### config.mk
export PLATFORM = sky130hd
export DESIGN_NAME = d16_uart
export DESIGN_NICKNAME = d
export VERILOG_FILES = /design/src/rtl/d16_uart.sv
export SDC_FILE = /design/constraint.sdc
export NUM_CORES = 1
export LEC_CHECK = 0
export CAP_MARGIN = 25
export CORE_ASPECT_RATIO = 0.9
export CORE_MARGIN = 2
export CORE_UTILIZATION = 55
export CTS_CLUSTER_DIAMETER = 200
export DETAILED_ROUTE_END_ITERATION = 12
export PLACE_DENSITY = 0.75
export SLEW_MARGIN = 20
export SYNTH_ARGS = -nofsm -noshare
export SYNTH_HDL_FRONTEND = slang
export SYNTH_SLANG_ARGS = --single-unit
export TNS_END_PERCENT = 20
### constraint.sdc
create_clock -name i_clk -period 7.54 [get_ports i_clk]
set_input_delay 0.754 -clock i_clk [delete_from_list [all_inputs] [get_ports i_clk]]
set_output_delay 0.754 -clock i_clk [all_outputs]
set_load 0.03 [all_outputs]
### src/rtl/d16_uart.sv
// d16_uart: Wishbone-mapped 8N1 UART for the d16 CPU bus. It has a TX holding register feeding a shifter,
// and an RX sampler feeding a small FIFO. Reads are combinational and writes land on the closing edge.
module d16_uart #(
  parameter logic [15:0] BASE_ADDR     = 16'hFF00,
  parameter logic [15:0] CLKDIV_RESET  = 16'd217,
  parameter int          RX_DEPTH_LOG2 = 2
) (
  input  logic        i_clk,
  input  logic        i_reset,
  input  logic [15:0] i_wb_addr,
  input  logic        i_wb_cyc,
  input  logic        i_wb_we,
  input  logic [15:0] i_wb_dat,
  output logic [15:0] o_wb_dat,
  input  logic        i_rx,
  output logic        o_tx,
  output logic        o_int
);

  localparam int DEPTH = 1 << RX_DEPTH_LOG2;
  localparam logic [RX_DEPTH_LOG2:0] FULL_COUNT = (RX_DEPTH_LOG2 + 1)'(DEPTH);

  typedef enum logic [1:0] {TX_IDLE, TX_START, TX_DATA, TX_STOP} tx_state_t;
  typedef enum logic [2:0] {RX_IDLE, RX_START, RX_DATA, RX_STOP, RX_BREAK} rx_state_t;

  logic        sel, wr, rd;
  logic [1:0]  reg_idx;
  logic [15:0] div, div_eff, div_half;
  logic [1:0]  ctrl;
  logic        rx_overrun, frame_err;

  assign sel      = i_wb_cyc && (i_wb_addr[15:2] == BASE_ADDR[15:2]);
  assign reg_idx  = i_wb_addr[1:0];
  assign wr       = sel && i_wb_we;
  assign rd       = sel && !i_wb_we;
  assign div_eff  = (div < 16'd2) ? 16'd2 : div;
  assign div_half = {1'b0, div_eff[15:1]};

  // ---------------- TX ----------------
  tx_state_t   tx_state, tx_next;
  logic [15:0] tx_cnt;
  logic [2:0]  tx_bit;
  logic [7:0]  tx_shift, hold_data;
  logic        hold_full, tx_load, tx_tick, tx_busy;

  assign tx_tick = (tx_cnt == 16'd0);
  assign tx_busy = hold_full || (tx_state != TX_IDLE);

  // NOTE: every output of a combinational block gets a default first, so no path can infer a latch.
  always_comb begin
    tx_next = tx_state;
    tx_load = 1'b0;
    case (tx_state)
      TX_IDLE:  if (hold_full) begin tx_next = TX_START; tx_load = 1'b1; end
      TX_START: if (tx_tick) tx_next = TX_DATA;
      TX_DATA:  if (tx_tick && tx_bit == 3'd7) tx_next = TX_STOP;
      TX_STOP:
        if (tx_tick) begin
          if (hold_full) begin tx_next = TX_START; tx_load = 1'b1; end
          else tx_next = TX_IDLE;
        end
      default:  tx_next = TX_IDLE;
    endcase
  end

  // NOTE: sequential state uses non-blocking assignments only, so all registers update together at the edge.
  always_ff @(posedge i_clk or posedge i_reset)
    if (i_reset) tx_state <= TX_IDLE;
    else         tx_state <= tx_next;

  always_ff @(posedge i_clk or posedge i_reset) begin
    if (i_reset) begin
      tx_cnt    <= '0;
      tx_bit    <= '0;
      tx_shift  <= '0;
      o_tx      <= 1'b1;
      hold_full <= 1'b0;
      hold_data <= '0;
    end else begin
      if (tx_load) begin
        tx_shift <= hold_data;
        o_tx     <= 1'b0;
        tx_cnt   <= div_eff - 16'd1;
      end else if (tx_state != TX_IDLE) begin
        if (tx_tick) begin
          // A reload at each bit boundary lets a DIV write take effect on the next bit.
          tx_cnt <= div_eff - 16'd1;
          if (tx_state == TX_START) begin
            o_tx     <= tx_shift[0];
            tx_shift <= {1'b0, tx_shift[7:1]};
            tx_bit   <= 3'd0;
          end else if (tx_state == TX_DATA) begin
            o_tx     <= (tx_bit == 3'd7) ? 1'b1 : tx_shift[0];
            tx_shift <= {1'b0, tx_shift[7:1]};
            tx_bit   <= tx_bit + 3'd1;
          end
        end else begin
          tx_cnt <= tx_cnt - 16'd1;
        end
      end
      if (tx_load) hold_full <= 1'b0;
      else if (wr && reg_idx == 2'd0 && !hold_full) begin
        hold_full <= 1'b1;
        hold_data <= i_wb_dat[7:0];
      end
    end
  end

  // ---------------- RX ----------------
  rx_state_t   rx_state, rx_next;
  logic        rx_meta, rxs, rx_tick, rx_push, rx_ferr;
  logic [15:0] rx_cnt;
  logic [2:0]  rx_bit;
  logic [7:0]  rx_shift;

  assign rx_tick = (rx_cnt == 16'd0);

  always_comb begin
    rx_next = rx_state;
    rx_push = 1'b0;
    rx_ferr = 1'b0;
    case (rx_state)
      RX_IDLE:  if (!rxs) rx_next = RX_START;
      RX_START: if (rx_tick) rx_next = rxs ? RX_IDLE : RX_DATA;
      RX_DATA:  if (rx_tick && rx_bit == 3'd7) rx_next = RX_STOP;
      RX_STOP:
        if (rx_tick) begin
          if (rxs) begin rx_push = 1'b1; rx_next = RX_IDLE; end
          else     begin rx_ferr = 1'b1; rx_next = RX_BREAK; end
        end
      RX_BREAK: if (rxs) rx_next = RX_IDLE;
      default:  rx_next = RX_IDLE;
    endcase
  end

  always_ff @(posedge i_clk or posedge i_reset)
    if (i_reset) rx_state <= RX_IDLE;
    else         rx_state <= rx_next;

  always_ff @(posedge i_clk or posedge i_reset) begin
    if (i_reset) begin
      rx_meta  <= 1'b1;
      rxs      <= 1'b1;
      rx_cnt   <= '0;
      rx_bit   <= '0;
      rx_shift <= '0;
    end else begin
      rx_meta <= i_rx;
      rxs     <= rx_meta;
      case (rx_state)
        RX_IDLE:  if (!rxs) rx_cnt <= div_half - 16'd1;
        RX_START:
          if (rx_tick) begin rx_cnt <= div_eff - 16'd1; rx_bit <= 3'd0; end
          else rx_cnt <= rx_cnt - 16'd1;
        RX_DATA:
          if (rx_tick) begin
            rx_shift <= {rxs, rx_shift[7:1]};
            rx_bit   <= rx_bit + 3'd1;
            rx_cnt   <= div_eff - 16'd1;
          end else rx_cnt <= rx_cnt - 16'd1;
        RX_STOP:  if (!rx_tick) rx_cnt <= rx_cnt - 16'd1;
        default:  ;
      endcase
    end
  end

  // ---------------- RX FIFO ----------------
  logic [7:0]               fifo_mem [DEPTH];
  logic [RX_DEPTH_LOG2-1:0] wr_ptr, rd_ptr;
  logic [RX_DEPTH_LOG2:0]   count;
  logic                     rx_avail, rx_full, pop, push_ok;

  assign rx_avail = (count != '0);
  assign rx_full  = (count == FULL_COUNT);
  assign pop      = rd && reg_idx == 2'd0 && rx_avail;
  // A pop on the same edge frees a slot, so a push into a full FIFO still lands.
  assign push_ok  = rx_push && (!rx_full || pop);

  // NOTE: the FIFO storage has no reset; the pointers and count alone decide what is valid.
  always_ff @(posedge i_clk)
    if (push_ok) fifo_mem[wr_ptr] <= rx_shift;

  always_ff @(posedge i_clk or posedge i_reset) begin
    if (i_reset) begin
      wr_ptr <= '0;
      rd_ptr <= '0;
      count  <= '0;
    end else begin
      if (push_ok) wr_ptr <= wr_ptr + 1'b1;
      if (pop)     rd_ptr <= rd_ptr + 1'b1;
      if (push_ok && !pop)      count <= count + 1'b1;
      else if (pop && !push_ok) count <= count - 1'b1;
    end
  end

  // ---------------- Control registers ----------------
  always_ff @(posedge i_clk or posedge i_reset) begin
    if (i_reset) begin
      div        <= CLKDIV_RESET;
      ctrl       <= '0;
      rx_overrun <= 1'b0;
      frame_err  <= 1'b0;
    end else begin
      if (wr && reg_idx == 2'd1) begin
        if (i_wb_dat[4]) rx_overrun <= 1'b0;
        if (i_wb_dat[5]) frame_err  <= 1'b0;
      end
      if (wr && reg_idx == 2'd2) div  <= i_wb_dat;
      if (wr && reg_idx == 2'd3) ctrl <= i_wb_dat[1:0];
      // A new event on the same edge as a clear takes priority.
      if (rx_push && rx_full && !pop) rx_overrun <= 1'b1;
      if (rx_ferr) frame_err <= 1'b1;
    end
  end

  always_comb begin
    o_wb_dat = '0;
    if (rd) begin
      case (reg_idx)
        2'd0: o_wb_dat = rx_avail ? {8'd0, fifo_mem[rd_ptr]} : 16'd0;
        2'd1: o_wb_dat = {10'd0, frame_err, rx_overrun, hold_full, tx_busy, rx_full, rx_avail};
        2'd2: o_wb_dat = div;
        default: o_wb_dat = {14'd0, ctrl};
      endcase
    end
  end

  assign o_int = (ctrl[0] && rx_avail) || (ctrl[1] && !tx_busy);

endmodule

==> results.toml <==
[global_routing]
grt_pass1_vias = 5552
grtUsageMet2_pct = 43.8
track_usage_pct = 26.3
use_met1_pct = 33.4
grt_util_met3_pct = 7.05
antenna_found_initial = 0
grt_max_degree = 73
grt_pass1_wl_mm = 28.7
grt_most_used_layer = "met2"
gr-total-overflow = 0

[pwr]
p_comb_share_pct = 23.4
internal-power_w = 0.00152
powerDensity_nw_per_um2 = 265
switching_power_w = 0.000710
max-vdd-ir-drop_mv = 0.273
p_leak_nw = 3.47
switching_share_pct = 31.8
p_seq_share_pct = 38.3
clkPwrFrac_pct = 38.2
p_total_w = 0.00223

[final_layout]
synthToLayoutAreaGrowth_pct = 17.1
antennaDiodeCount = 0
layout-drive-gt1-share_pct = 13.7
nNetsFinal = 796

[critical_path]
slowest_delay_ns = 0.68
cp.required_ns = 6.79
cpMostUsedCell = "clkdlybuf4s50_1"
cp_data_arrival_time_ns = 3.87
path_buf_inv = 3
endpoint_kind = "output port"
cpMaxStageDelayCell = "clkdlybuf4s50_1"
crit_chain = "clkdlybuf4s50_1, or4_4, nor4_2, nand2b_1, nor3b_1, buf_4, and2_1, clkdlybuf4s50_1"
worstSetupPathType = "in -> out"
cp_max_fo = 8
cp-start-kind = "primary input"
cpLargestDelayFamily = "simple AND/OR/NAND/NOR gates"

[clock_network]
cts_buffers = 17
hold_buffers = 0
clock_sinks = 130
post-cts-setup-buffers = 0
root_buffer = "clkbuf_16"
cts.path.max_buffers = 2
cts_tree = "done"
clkTransAtPathRegs_ns = 0.05
htree_num_levels = 4
cts-resized-gates = 0
worstSkewPairLatency_ns = 0.43

[sta]
finalHoldViolations = 0
timing.setup.tns_ns = 0
layout_worst_path_cycle_share_pct = 61.3
drv_slew = 0
rsz0062_at_grt = "no"
clock_skew_ns = 0.00983
final.min_clock_period_ns = 4.62
max_freq_ghz = 0.216
setup_viol = 0
slew_headroom_pct = 39.0
tightestPinTransition_ns = 0.915

[detailed_routing]
postRouteWirelength_mm = 17.9
wl_per_cell_microns = 19.6
vias_per_cell = 6.24
drtIter0Drc = 513
firstDrtPassIters = 5
postRouteAntennaNets = 0
dr_total_vias = 5717
route.detailed.drc = 0

[logic_synthesis]
ys_types = 67
yosys-top-cells-area = "dfrtp_1 (31%), edfxtp_1 (13%), mux2_2 (5.8%), ha_1 (3.3%), o21ai_0 (3.3%)"
yosysTopAreaCell = "dfrtp_1"
async_flop_share_pct = 75.4
synth_area_sq_um = 7200
synth_edf_count = 32
syn_avg_cell_area_sq_um = 10.3
synth_seq_cells = 130
yosysSeqAreaShare_pct = 47.5
synth_ff_type = "dfrtp_1"
synth_fp_nets = 757
syn_inst = 700
netlist.area_leader.share_pct = 31.3
ys_warn_count = 0

[placed_design]
hpwl_mm = 12.5
gp_congestion = 0.900
place.port_buffers = 54

[die]
fp-row-count = 39
die_w_microns = 125
die_area_sq_um = 14000
coreArea_sq_um = 12700
die_height_microns = 113
ios = 55
start_util_pct = 56.5

[worst_hold_path]
hold_class = "reg -> reg"

[status]
status = "finished, final reports clean"

[run]
maxCapViolations = 0
-- layer usage --
metal	routed length, microns	vias to the layer above
met2	8810	196
met5	0	-
met4	380	0
li1	-	2649
met3	1150	33
met1	7590	2839
-- worst register-to-register path, delay by kind of cell, from the launching register on --
family,cells,cell delay (ns)
adders and majority gates,1,0.23
AOI/OAI and AO/OA,3,0.71
and+or+nand+nor,5,2.26
DFF,1,0.48
xor gates and xnor gates,1,0.37
-- final cells by class --
| cell class | instances | area, sq um |
|---|---|---|
| clock buffer | 22 | 497 |
| sequential | 130 | 3420 |
| clock inverter | 10 | 121 |
| tap | 164 | 205 |
| inverter | 21 | 81.3 |
| fill | 924 | 4300 |
| timing repair buffer | 58 | 568 |
| multi-input combinational | 511 | 3540 |
-- per-stage QoR --
step	instance area, sq um	instances	setup WS (ns)	utilization (%)	hold WS [ns]
floorplan	7200	700	3.67	-	0.345
global placement	7810	883	3.02	61.3	0.346
detailed placement	7810	883	2.93	61.3	0.347
CTS	8430	915	2.93	66.2	0.356
global route	8430	916	2.76	66.2	0.363
finish	8430	916	2.92	66.2	0.354
-- cell families after synthesis --
logic type	synth area share, %
mux	9.89
xor+xnor	3.89
flops	47.5
compound gates	13.9
buf+inv	3.34
fa+ha+maj	3.58
simple gates	17.8
-- state kept, by name (all words and copies together), names as in the netlist, 8 cells and up --
register	cells
tx_shift	8
fifo_mem	32
rx_cnt	16
rx_shift	8
div	16
tx_cnt	16
hold_data	8
-- cells in the mapped netlist (3+ instances only) --
library cell  number
dfrtp_1           90
nor2_1            62
nand2_1           47
o21ai_0           47
mux2_2            37
a21oi_1           33
edfxtp_1          32
clkbuf_1          31
nor3_1            26
inv_1             21
ha_1              19
nand3_1           19
xnor2_1           19
and2_1            13
nor4_1            13
xor2_1            13
mux2i_1           10
nand4_1           10
or3_1             10
a31oi_1            9
a22o_1             8
dfstp_2            8
mux4_2             8
a21o_1             7
nand2b_1           7
nor2b_1            7
nor3b_1            7
a22oi_1            6
o22ai_1            6
nand3b_1           5
a211oi_1           4
a221o_1            4
and2_2             4
o211ai_1           4
and3_1             3
buf_2              3
o21a_1             3
o221ai_1           3
o2bb2ai_1          3
o31ai_1            3
or2_2              3
-- cell usage in the layout, fill, tap and decap left out, types with 13 or more instances in the layout --
cell type        instances
a21oi_1                 33
and2_1                  13
clkbuf_16               19
clkdlybuf4s50_1         54
dfrtp_1                 90
edfxtp_1                32
ha_1                    19
inv_1                   20
mux2_2                  37
nand2_1                 47
nand3_1                 19
nor2_1                  62
nor3_1                  26
nor4_1                  13
o21ai_0                 47
xnor2_1                 19
xor2_1                  13
-- final timing paths --
check | start | to | slack [ns] | cells after the start
max | i_wb_addr[3] | o_wb_dat[8] | 2.92 | 8
min | rx_meta$_DFF_PP1_ | rxs$_DFF_PP1_ | 0.35 | 0
max reg2reg | div[9]$_DFFE_PP0P_ | rx_cnt[12]$_DFFE_PP0P_ | 3.36 | 10
min reg2reg | rx_meta$_DFF_PP1_ | rxs$_DFF_PP1_ | 0.35 | 0
max in group asynchronous | i_reset | div[15]$_DFFE_PP0P_ | 5.64 | 3
min in group asynchronous | i_reset | tx_bit[1]$_DFFE_PP0P_ | 0.66 | 2
-- power groups by stage --
stage               registers (W)  logic [W]  clock network, W
CTS                      0.000854   0.000515          0.000858
detailed placement       0.000864   0.000510                 0
floorplan                0.000842   0.000402                 0
finish                   0.000856   0.000523          0.000853
global route             0.000864   0.000579          0.000893
global placement         0.000860   0.000489                 0
No activity file was read; power rests on OpenSTA's default activity.
